[config.mk]
export PLATFORM = sky130hd
export DESIGN_NAME = sideband_align_fifo
export DESIGN_NICKNAME = d
export VERILOG_FILES = /design/src/rtl/sideband_align_fifo_pkg.sv /design/src/rtl/sideband_align_fifo_fifo.sv /design/src/rtl/sideband_align_fifo.sv
export SDC_FILE = /design/constraint.sdc
export NUM_CORES = 2
export LEC_CHECK = 0
export CORE_MARGIN = 5
export CORE_UTILIZATION = 63
export CTS_CLUSTER_DIAMETER = 40
export DETAILED_ROUTE_END_ITERATION = 8
export GPL_TIMING_DRIVEN = 0
export PLACE_DENSITY = 0.85
export SLEW_MARGIN = 10
export SYNTH_ARGS = -nofsm -noshare
export SYNTH_HDL_FRONTEND = slang
export SYNTH_HIERARCHICAL = 1
export SYNTH_SLANG_ARGS = --single-unit
[constraint.sdc]
create_clock -name AXI_ACLK -period 124.7 [get_ports AXI_ACLK]
set_input_delay 18.705 -clock AXI_ACLK [delete_from_list [all_inputs] [get_ports AXI_ACLK]]
set_output_delay 18.705 -clock AXI_ACLK [all_outputs]
set_load 0.02 [all_outputs]
[src/rtl/sideband_align_fifo_pkg.sv]
// Shared definitions for the sideband alignment FIFO: sideband word size,
// state encoding and the sideband vector width helper.
package sideband_align_fifo_pkg;

   localparam int SB_WORD_WIDTH = 32;

   typedef enum logic {
      ST_SOP  = 1'b0,
      ST_BODY = 1'b1
   } state_e;

   function automatic int sb_vec_width(input int num_words);
      return num_words * SB_WORD_WIDTH;
   endfunction

endpackage

[src/rtl/sideband_align_fifo_fifo.sv]
// Generic fall-through FIFO: the head entry is presented on o_rd_data whenever
// o_empty is low, so a word written at one edge is readable right after it.
module sideband_align_fifo_fifo #(
   parameter int WIDTH      = 8,
   parameter int DEPTH_BITS = 3
) (
   input  logic                  i_clk,
   input  logic                  i_rst_n,
   input  logic                  i_wr_en,
   input  logic [WIDTH-1:0]      i_wr_data,
   input  logic                  i_rd_en,
   output logic [WIDTH-1:0]      o_rd_data,
   output logic                  o_empty,
   output logic [DEPTH_BITS:0]   o_count
);

   localparam int DEPTH = 1 << DEPTH_BITS;
   localparam logic [DEPTH_BITS:0] PTR_ONE  = {{DEPTH_BITS{1'b0}}, 1'b1};
   localparam logic [DEPTH_BITS:0] CNT_FULL = (DEPTH_BITS + 1)'(DEPTH);

   logic [WIDTH-1:0]    r_mem [DEPTH];
   logic [DEPTH_BITS:0] r_wr_ptr;
   logic [DEPTH_BITS:0] r_rd_ptr;
   logic                w_full;
   logic                w_rd_ok;
   logic                w_wr_ok;

   assign o_count   = r_wr_ptr - r_rd_ptr;
   assign o_empty   = (o_count == {(DEPTH_BITS + 1){1'b0}});
   assign w_full    = (o_count == CNT_FULL);
   assign w_rd_ok   = i_rd_en & ~o_empty;
   // A write into a full FIFO is taken only when the head leaves in the same cycle
   assign w_wr_ok   = i_wr_en & (~w_full | w_rd_ok);
   assign o_rd_data = r_mem[r_rd_ptr[DEPTH_BITS-1:0]];

   // Read/write pointer update
   always_ff @(posedge i_clk or negedge i_rst_n) begin
      if (!i_rst_n) begin
         r_wr_ptr <= {(DEPTH_BITS + 1){1'b0}};
         r_rd_ptr <= {(DEPTH_BITS + 1){1'b0}};
      end else begin
         if (w_wr_ok) begin
            r_wr_ptr <= r_wr_ptr + PTR_ONE;
         end
         if (w_rd_ok) begin
            r_rd_ptr <= r_rd_ptr + PTR_ONE;
         end
      end
   end

   // Storage write; contents are only observed while non-empty, so no reset
   always_ff @(posedge i_clk) begin
      if (w_wr_ok) begin
         r_mem[r_wr_ptr[DEPTH_BITS-1:0]] <= i_wr_data;
      end
   end

endmodule

[src/rtl/sideband_align_fifo.sv]
// Buffers an AXI4-Stream packet path and releases one queued sideband entry
// per packet, aligned to that packet's first output beat.
module sideband_align_fifo
   import sideband_align_fifo_pkg::*;
#(
   parameter int C_AXIS_DATA_WIDTH  = 256,
   parameter int C_AXIS_TUSER_WIDTH = 128,
   parameter int NUM_WORDS          = 2,
   parameter int DATA_DEPTH_BITS    = 3,
   parameter int META_DEPTH_BITS    = 2,
   parameter int CLEAR_ON_EOP       = 0
) (
   input  logic                                 AXI_ACLK,
   input  logic                                 AXI_RESETN,
   input  logic [C_AXIS_DATA_WIDTH-1:0]         S_AXIS_TDATA,
   input  logic [C_AXIS_DATA_WIDTH/8-1:0]       S_AXIS_TSTRB,
   input  logic [C_AXIS_TUSER_WIDTH-1:0]        S_AXIS_TUSER,
   input  logic                                 S_AXIS_TVALID,
   input  logic                                 S_AXIS_TLAST,
   output logic                                 S_AXIS_TREADY,
   output logic [C_AXIS_DATA_WIDTH-1:0]         M_AXIS_TDATA,
   output logic [C_AXIS_DATA_WIDTH/8-1:0]       M_AXIS_TSTRB,
   output logic [C_AXIS_TUSER_WIDTH-1:0]        M_AXIS_TUSER,
   output logic                                 M_AXIS_TVALID,
   output logic                                 M_AXIS_TLAST,
   input  logic                                 M_AXIS_TREADY,
   input  logic [sb_vec_width(NUM_WORDS)-1:0]   SB_IN,
   input  logic                                 SB_IN_VALID,
   output logic [sb_vec_width(NUM_WORDS)-1:0]   SB_OUT,
   output logic                                 SB_OUT_VALID,
   output logic [15:0]                          SB_DROP_CNT,
   output logic [31:0]                          PKT_CNT
);

   localparam int STRB_WIDTH = C_AXIS_DATA_WIDTH / 8;
   localparam int BEAT_WIDTH = C_AXIS_DATA_WIDTH + C_AXIS_TUSER_WIDTH + STRB_WIDTH + 1;
   localparam int SB_WIDTH   = sb_vec_width(NUM_WORDS);
   localparam int USER_LO    = C_AXIS_DATA_WIDTH + STRB_WIDTH;
   localparam logic [DATA_DEPTH_BITS:0] DATA_NEARLY_FULL =
      (DATA_DEPTH_BITS + 1)'((1 << DATA_DEPTH_BITS) - 1);
   localparam logic [META_DEPTH_BITS:0] META_FULL =
      (META_DEPTH_BITS + 1)'(1 << META_DEPTH_BITS);

   state_e                   r_state;
   logic                     r_run;
   logic [SB_WIDTH-1:0]      r_sb_out;
   logic                     r_sb_out_valid;
   logic [15:0]              r_drop_cnt;
   logic [31:0]              r_pkt_cnt;

   logic [BEAT_WIDTH-1:0]    w_beat_in;
   logic [BEAT_WIDTH-1:0]    w_beat_out;
   logic                     w_data_wr;
   logic                     w_data_empty;
   logic [DATA_DEPTH_BITS:0] w_data_count;
   logic [SB_WIDTH-1:0]      w_meta_out;
   logic                     w_meta_empty;
   logic [META_DEPTH_BITS:0] w_meta_count;
   logic                     w_meta_pop;
   logic                     w_drop;
   logic                     w_tvalid;
   logic                     w_hs;
   logic                     w_last;

   assign w_beat_in     = {S_AXIS_TLAST, S_AXIS_TUSER, S_AXIS_TSTRB, S_AXIS_TDATA};
   // r_run keeps upstream ready low while reset is held and for one edge after
   assign S_AXIS_TREADY = r_run & (w_data_count < DATA_NEARLY_FULL);
   assign w_data_wr     = S_AXIS_TVALID & S_AXIS_TREADY;

   assign M_AXIS_TDATA  = w_beat_out[C_AXIS_DATA_WIDTH-1:0];
   assign M_AXIS_TSTRB  = w_beat_out[USER_LO-1:C_AXIS_DATA_WIDTH];
   assign M_AXIS_TUSER  = w_beat_out[BEAT_WIDTH-2:USER_LO];
   assign w_last        = w_beat_out[BEAT_WIDTH-1];
   assign M_AXIS_TLAST  = w_last;
   assign M_AXIS_TVALID = w_tvalid;

   assign w_hs       = w_tvalid & M_AXIS_TREADY;
   assign w_meta_pop = w_hs & (r_state == ST_SOP);
   assign w_drop     = SB_IN_VALID & (w_meta_count == META_FULL) & ~w_meta_pop;

   assign SB_OUT       = r_sb_out;
   assign SB_OUT_VALID = r_sb_out_valid;
   assign SB_DROP_CNT  = r_drop_cnt;
   assign PKT_CNT      = r_pkt_cnt;

   // Output valid: a packet may only start once its sideband entry is queued
   always_comb begin
      w_tvalid = 1'b0;
      if (!r_run || w_data_empty) begin
         w_tvalid = 1'b0;
      end else if (r_state == ST_BODY) begin
         w_tvalid = 1'b1;
      end else begin
         w_tvalid = ~w_meta_empty;
      end
   end

   sideband_align_fifo_fifo #(
      .WIDTH      (BEAT_WIDTH),
      .DEPTH_BITS (DATA_DEPTH_BITS)
   ) u_data_fifo (
      .i_clk      (AXI_ACLK),
      .i_rst_n    (AXI_RESETN),
      .i_wr_en    (w_data_wr),
      .i_wr_data  (w_beat_in),
      .i_rd_en    (w_hs),
      .o_rd_data  (w_beat_out),
      .o_empty    (w_data_empty),
      .o_count    (w_data_count)
   );

   sideband_align_fifo_fifo #(
      .WIDTH      (SB_WIDTH),
      .DEPTH_BITS (META_DEPTH_BITS)
   ) u_meta_fifo (
      .i_clk      (AXI_ACLK),
      .i_rst_n    (AXI_RESETN),
      .i_wr_en    (SB_IN_VALID),
      .i_wr_data  (SB_IN),
      .i_rd_en    (w_meta_pop),
      .o_rd_data  (w_meta_out),
      .o_empty    (w_meta_empty),
      .o_count    (w_meta_count)
   );

   // Packet state machine with registered sideband outputs
   always_ff @(posedge AXI_ACLK or negedge AXI_RESETN) begin
      if (!AXI_RESETN) begin
         r_state        <= ST_SOP;
         r_run          <= 1'b0;
         r_sb_out       <= {SB_WIDTH{1'b0}};
         r_sb_out_valid <= 1'b0;
      end else begin
         r_run          <= 1'b1;
         r_sb_out_valid <= 1'b0;
         case (r_state)
            ST_SOP: begin
               if (w_hs) begin
                  r_sb_out       <= w_meta_out;
                  r_sb_out_valid <= 1'b1;
                  r_state        <= w_last ? ST_SOP : ST_BODY;
               end else begin
                  r_state <= ST_SOP;
               end
            end
            ST_BODY: begin
               if (w_hs && w_last) begin
                  r_state <= ST_SOP;
                  if (CLEAR_ON_EOP != 0) begin
                     r_sb_out <= {SB_WIDTH{1'b0}};
                  end
               end else begin
                  r_state <= ST_BODY;
               end
            end
            default: begin
               r_state <= ST_SOP;
            end
         endcase
      end
   end

   // Completed-packet and dropped-sideband counters
   always_ff @(posedge AXI_ACLK or negedge AXI_RESETN) begin
      if (!AXI_RESETN) begin
         r_pkt_cnt  <= 32'd0;
         r_drop_cnt <= 16'd0;
      end else begin
         if (w_hs && w_last) begin
            r_pkt_cnt <= r_pkt_cnt + 32'd1;
         end
         if (w_drop && (r_drop_cnt != 16'hFFFF)) begin
            r_drop_cnt <= r_drop_cnt + 16'd1;
         end
      end
   end

endmodule

==> impl_metrics.tcl <==
set metrics [dict create \
    status "completed" \
    ys_ff_latch 3721 \
    regArea_mm2 0.1111 \
    antenna_left 0 \
    grt_pass1_vias 82970 \
    drv_cap 0 \
    gr-usage-all-layers 0.3749 \
    start_util 0.6324 \
    post_drt_via_cell_ratio 6.784 \
    dr.first_iter.drc_count 12870 \
    max-vdd-ir-drop_uv 20.54 \
    yosys_warnings 6 \
    fin_crit_sh 0.1950 \
    num_io_pins 1018 \
    worstSetupStartpointType "flip-flop" \
    cp_max_fo 12 \
    clk-insertion-delay-late_ns 1.00 \
    place_congestion 0.8729 \
    syn_to_final_growth_pct 23.51 \
    num_vias 81470 \
    num-fill-cells 9729 \
    ys.flop_type "edfxtp_1" \
    final_cell_count_no_fill 12010 \
    finClkSkew_ns 0.1095 \
    leakagePower_nw 59.15 \
    routed_wl_mm 444.3 \
    grt_pass1_wl_mm 613.0 \
    cts_resized 0 \
    end_kind "output pin" \
    cts_tree "done" \
    row_count 173 \
    clock_sinks 3721 \
    cts_inserted_buffers 431 \
    hold_path_class "reg2reg" \
    dp_cells 11080 \
    power_per_cell_area_mw_per_mm2 25.23 \
    drc 0 \
    synthArstFlopShare 0.03467 \
    period_needed_ns 24.31 \
    slew_headroom 0.08927 \
    grt-ovfl-total 0 \
    antenna_found_initial 165 \
    syn_nets 7140 \
    synth_cells 6639 \
    io_buffers 1017 \
    core_area_mm2 0.2219 \
    tns_ns 0 \
    synth_edf_count 3592 \
    dp_hpwl_mm 262.4 \
    cts.clk_slew.worst_paths_ns 0.06 \
    htree_num_levels 5 \
    die_x_um 481.9 \
    multi_input_area_mm2 0.02770 \
    die_height_um 481.9 \
    wl_per_cell_um 37.00 \
    worstSetupPathType "reg2out" \
    critical_path_required_ns 105.99 \
    hold_viol 0 \
    synth.distinct_cells 68 \
    drive_above_1_share 0.2535 \
    clock_path_buffers 4 \
    dr.pass1.iters 8 \
    post_cts_buffers 0 \
    whs_ns 0.4880 \
    final_nets 9039 \
    syn_area_per_cell_um2 21.14 \
    syn_area_mm2 0.1403 \
    rsz0062_at_grt "false" \
    grt_start_max_net_pins 83 \
    worst_pin_slew_ns 1.366 \
    max_freq_mhz 41.13 \
    cts_root_buf "clkbuf_16" \
    ys_seq_area_frac 0.7917 \
    ctsHoldBuffers 0 \
    critPathArrivalTime_ns 5.61 \
    finalMaxSlewViolations 0 \
    finalSetupViolations 0 \
    die_area_mm2 0.2323 \
]
## final timing paths
kind	startpoint	to	slack, ns	cells past startpoint
worst max-delay path	u_data_fifo/r_rd_ptr[2]	S_AXIS_TREADY	100.39	10
worst min-delay path	SB_OUT[9]	SB_OUT[9]	0.49	2
worst max register to register	u_data_fifo/r_rd_ptr[2]	u_data_fifo/r_mem[0][242]	115.50	30
worst min register to register	SB_OUT[9]	SB_OUT[9]	0.49	2
max in group asynchronous	AXI_RESETN	SB_DROP_CNT[15]	106.17	2
min in group asynchronous	AXI_RESETN	SB_OUT[25]	17.65	1
## cells by family after synthesis
logic type      Yosys count  share of synthesized area
flops                  3721                     0.7917
buf+inv                 328                    0.01137
other cells               1                 0.00002673
mux                     902                     0.1445
fa+ha+maj                15                   0.001445
xor+xnor                 56                   0.003718
compound gates           25                   0.001632
simple gates           1591                    0.04560
## per-layer routing
metal,share of wire,routed length [um],track usage
met5,0.0012,549,0
met4,0.086,37990,0.2433
met3,0.13,58260,0.1190
met2,0.48,215400,0.6011
met1,0.30,132100,0.4438
## cells in the final DEF, fill, tap and decap left out, types with 3 or more instances in the layout
cell type        synthesis  layout
buf_1                   40      40
xor2_1                  21      21
clkbuf_8                 0       4
clkinv_8                 0       4
clkbuf_16                0     439
nor3_1                  16      11
inv_1                   16      16
buf_4                   47     295
buf_2                  108     116
nand4_1                 16      16
clkinv_2                 0      55
nand2_1               1469    1469
buf_6                    7     158
and3_4                   0       3
edfxtp_1              3592    3592
o211ai_1                 6       6
clkinv_1                 0      49
buf_16                   0       7
inv_8                    0      14
buf_12                   0      21
dfrtp_1                129     129
ha_1                    13      13
bufinv_16                0      41
nor2_1                  18      17
mux4_2                 898     898
clkinvlp_4               0      46
buf_8                    0      15
diode_2                  0     148
clkdlybuf4s50_1          0    1016
and4_1                   3       3
inv_6                    0      48
clkbuf_1               109     156
nor3_2                   8      13
nand2b_1                 6       6
nor4_4                   2       3
nand3_1                 16      16
xnor2_1                 32      32
clkinv_4                 0      30
## sequential cells by signal (all words and copies together), names as in the netlist, named ones only
register and flops:
PKT_CNT 32, SB_DROP_CNT 16, SB_OUT 64, SB_OUT_VALID 1, r_run 1, u_data_fifo/r_mem 3336
u_data_fifo/r_rd_ptr 4, u_data_fifo/r_wr_ptr 4, u_meta_fifo/r_mem 256, u_meta_fifo/r_rd_ptr 3, u_meta_fifo/r_wr_ptr 3
## final cells by class
| cell class | count | area share |
|---|---|---|
| clock inverter | 289 | 0.01726 |
| antenna | 148 | 0.002137 |
| tap | 2975 | 0.02148 |
| clock buffer | 491 | 0.06475 |
| buffer | 311 | 0.008844 |
| sequential | 3721 | 0.6410 |
| timing repair buffer | 1466 | 0.08430 |
| inverter | 17 | 0.0003682 |
| multi-input combinational | 2590 | 0.1598 |
## power by group
part | leakage [nW] | total [mW] | switching [mW] | internal [mW]
combinational | 18.3 | 1.54 | 0.932 | 0.613
clock | 6.85 | 1.27 | 0.533 | 0.738
sequential | 34.0 | 1.56 | 0.0518 | 1.51
total | 59.2 | 4.37 | 1.52 | 2.86
## critical path, stage by stage, from the launching register on
cell,delay [ns]
dfrtp_1,0.35
buf_2,0.21
inv_1,0.29
buf_2,0.54
buf_1,0.55
ha_1,0.39
a21oi_1,0.28
a21oi_2,0.20
or2_2,0.37
a311oi_1,0.49
clkdlybuf4s50_1,0.92
## per-stage QoR
step                      instance area [um^2]  setup slack [ns]  utilization  power [mW]
final                                   173300            100.39       0.7811       4.373
after global routing                    173200            100.13       0.7806       4.490
after CTS                               172900            100.34       0.7794       4.345
after detailed placement                158700            100.14       0.7154       3.030
after global placement                  154200             25.46       0.6951       3.149
after floorplan                         140300             64.07            -       2.468
## synthesized netlist by cell type, drive strengths merged, types with 3 or more instances
library cell  number  area [um^2]
a21oi              5        32.53
and2               3        20.02
and3               5        32.53
and4               5        47.55
buf              202         1122
clkbuf           109        409.1
dfrtp            129         3228
edfxtp          3592       107900
ha                13        162.7
inv               17        63.81
mux2               4        48.79
mux4             898        20220
nand2           1472         5543
nand2b             7        51.30
nand3             18        100.1
nand4             20        167.7
nor2              18        67.56
nor3              25        176.4
nor4               5        67.56
o211ai             7        57.55
o21a               3        30.02
xnor2             34        312.8
xor2              21        183.9
No activity file was read; power rests on OpenSTA's default activity.
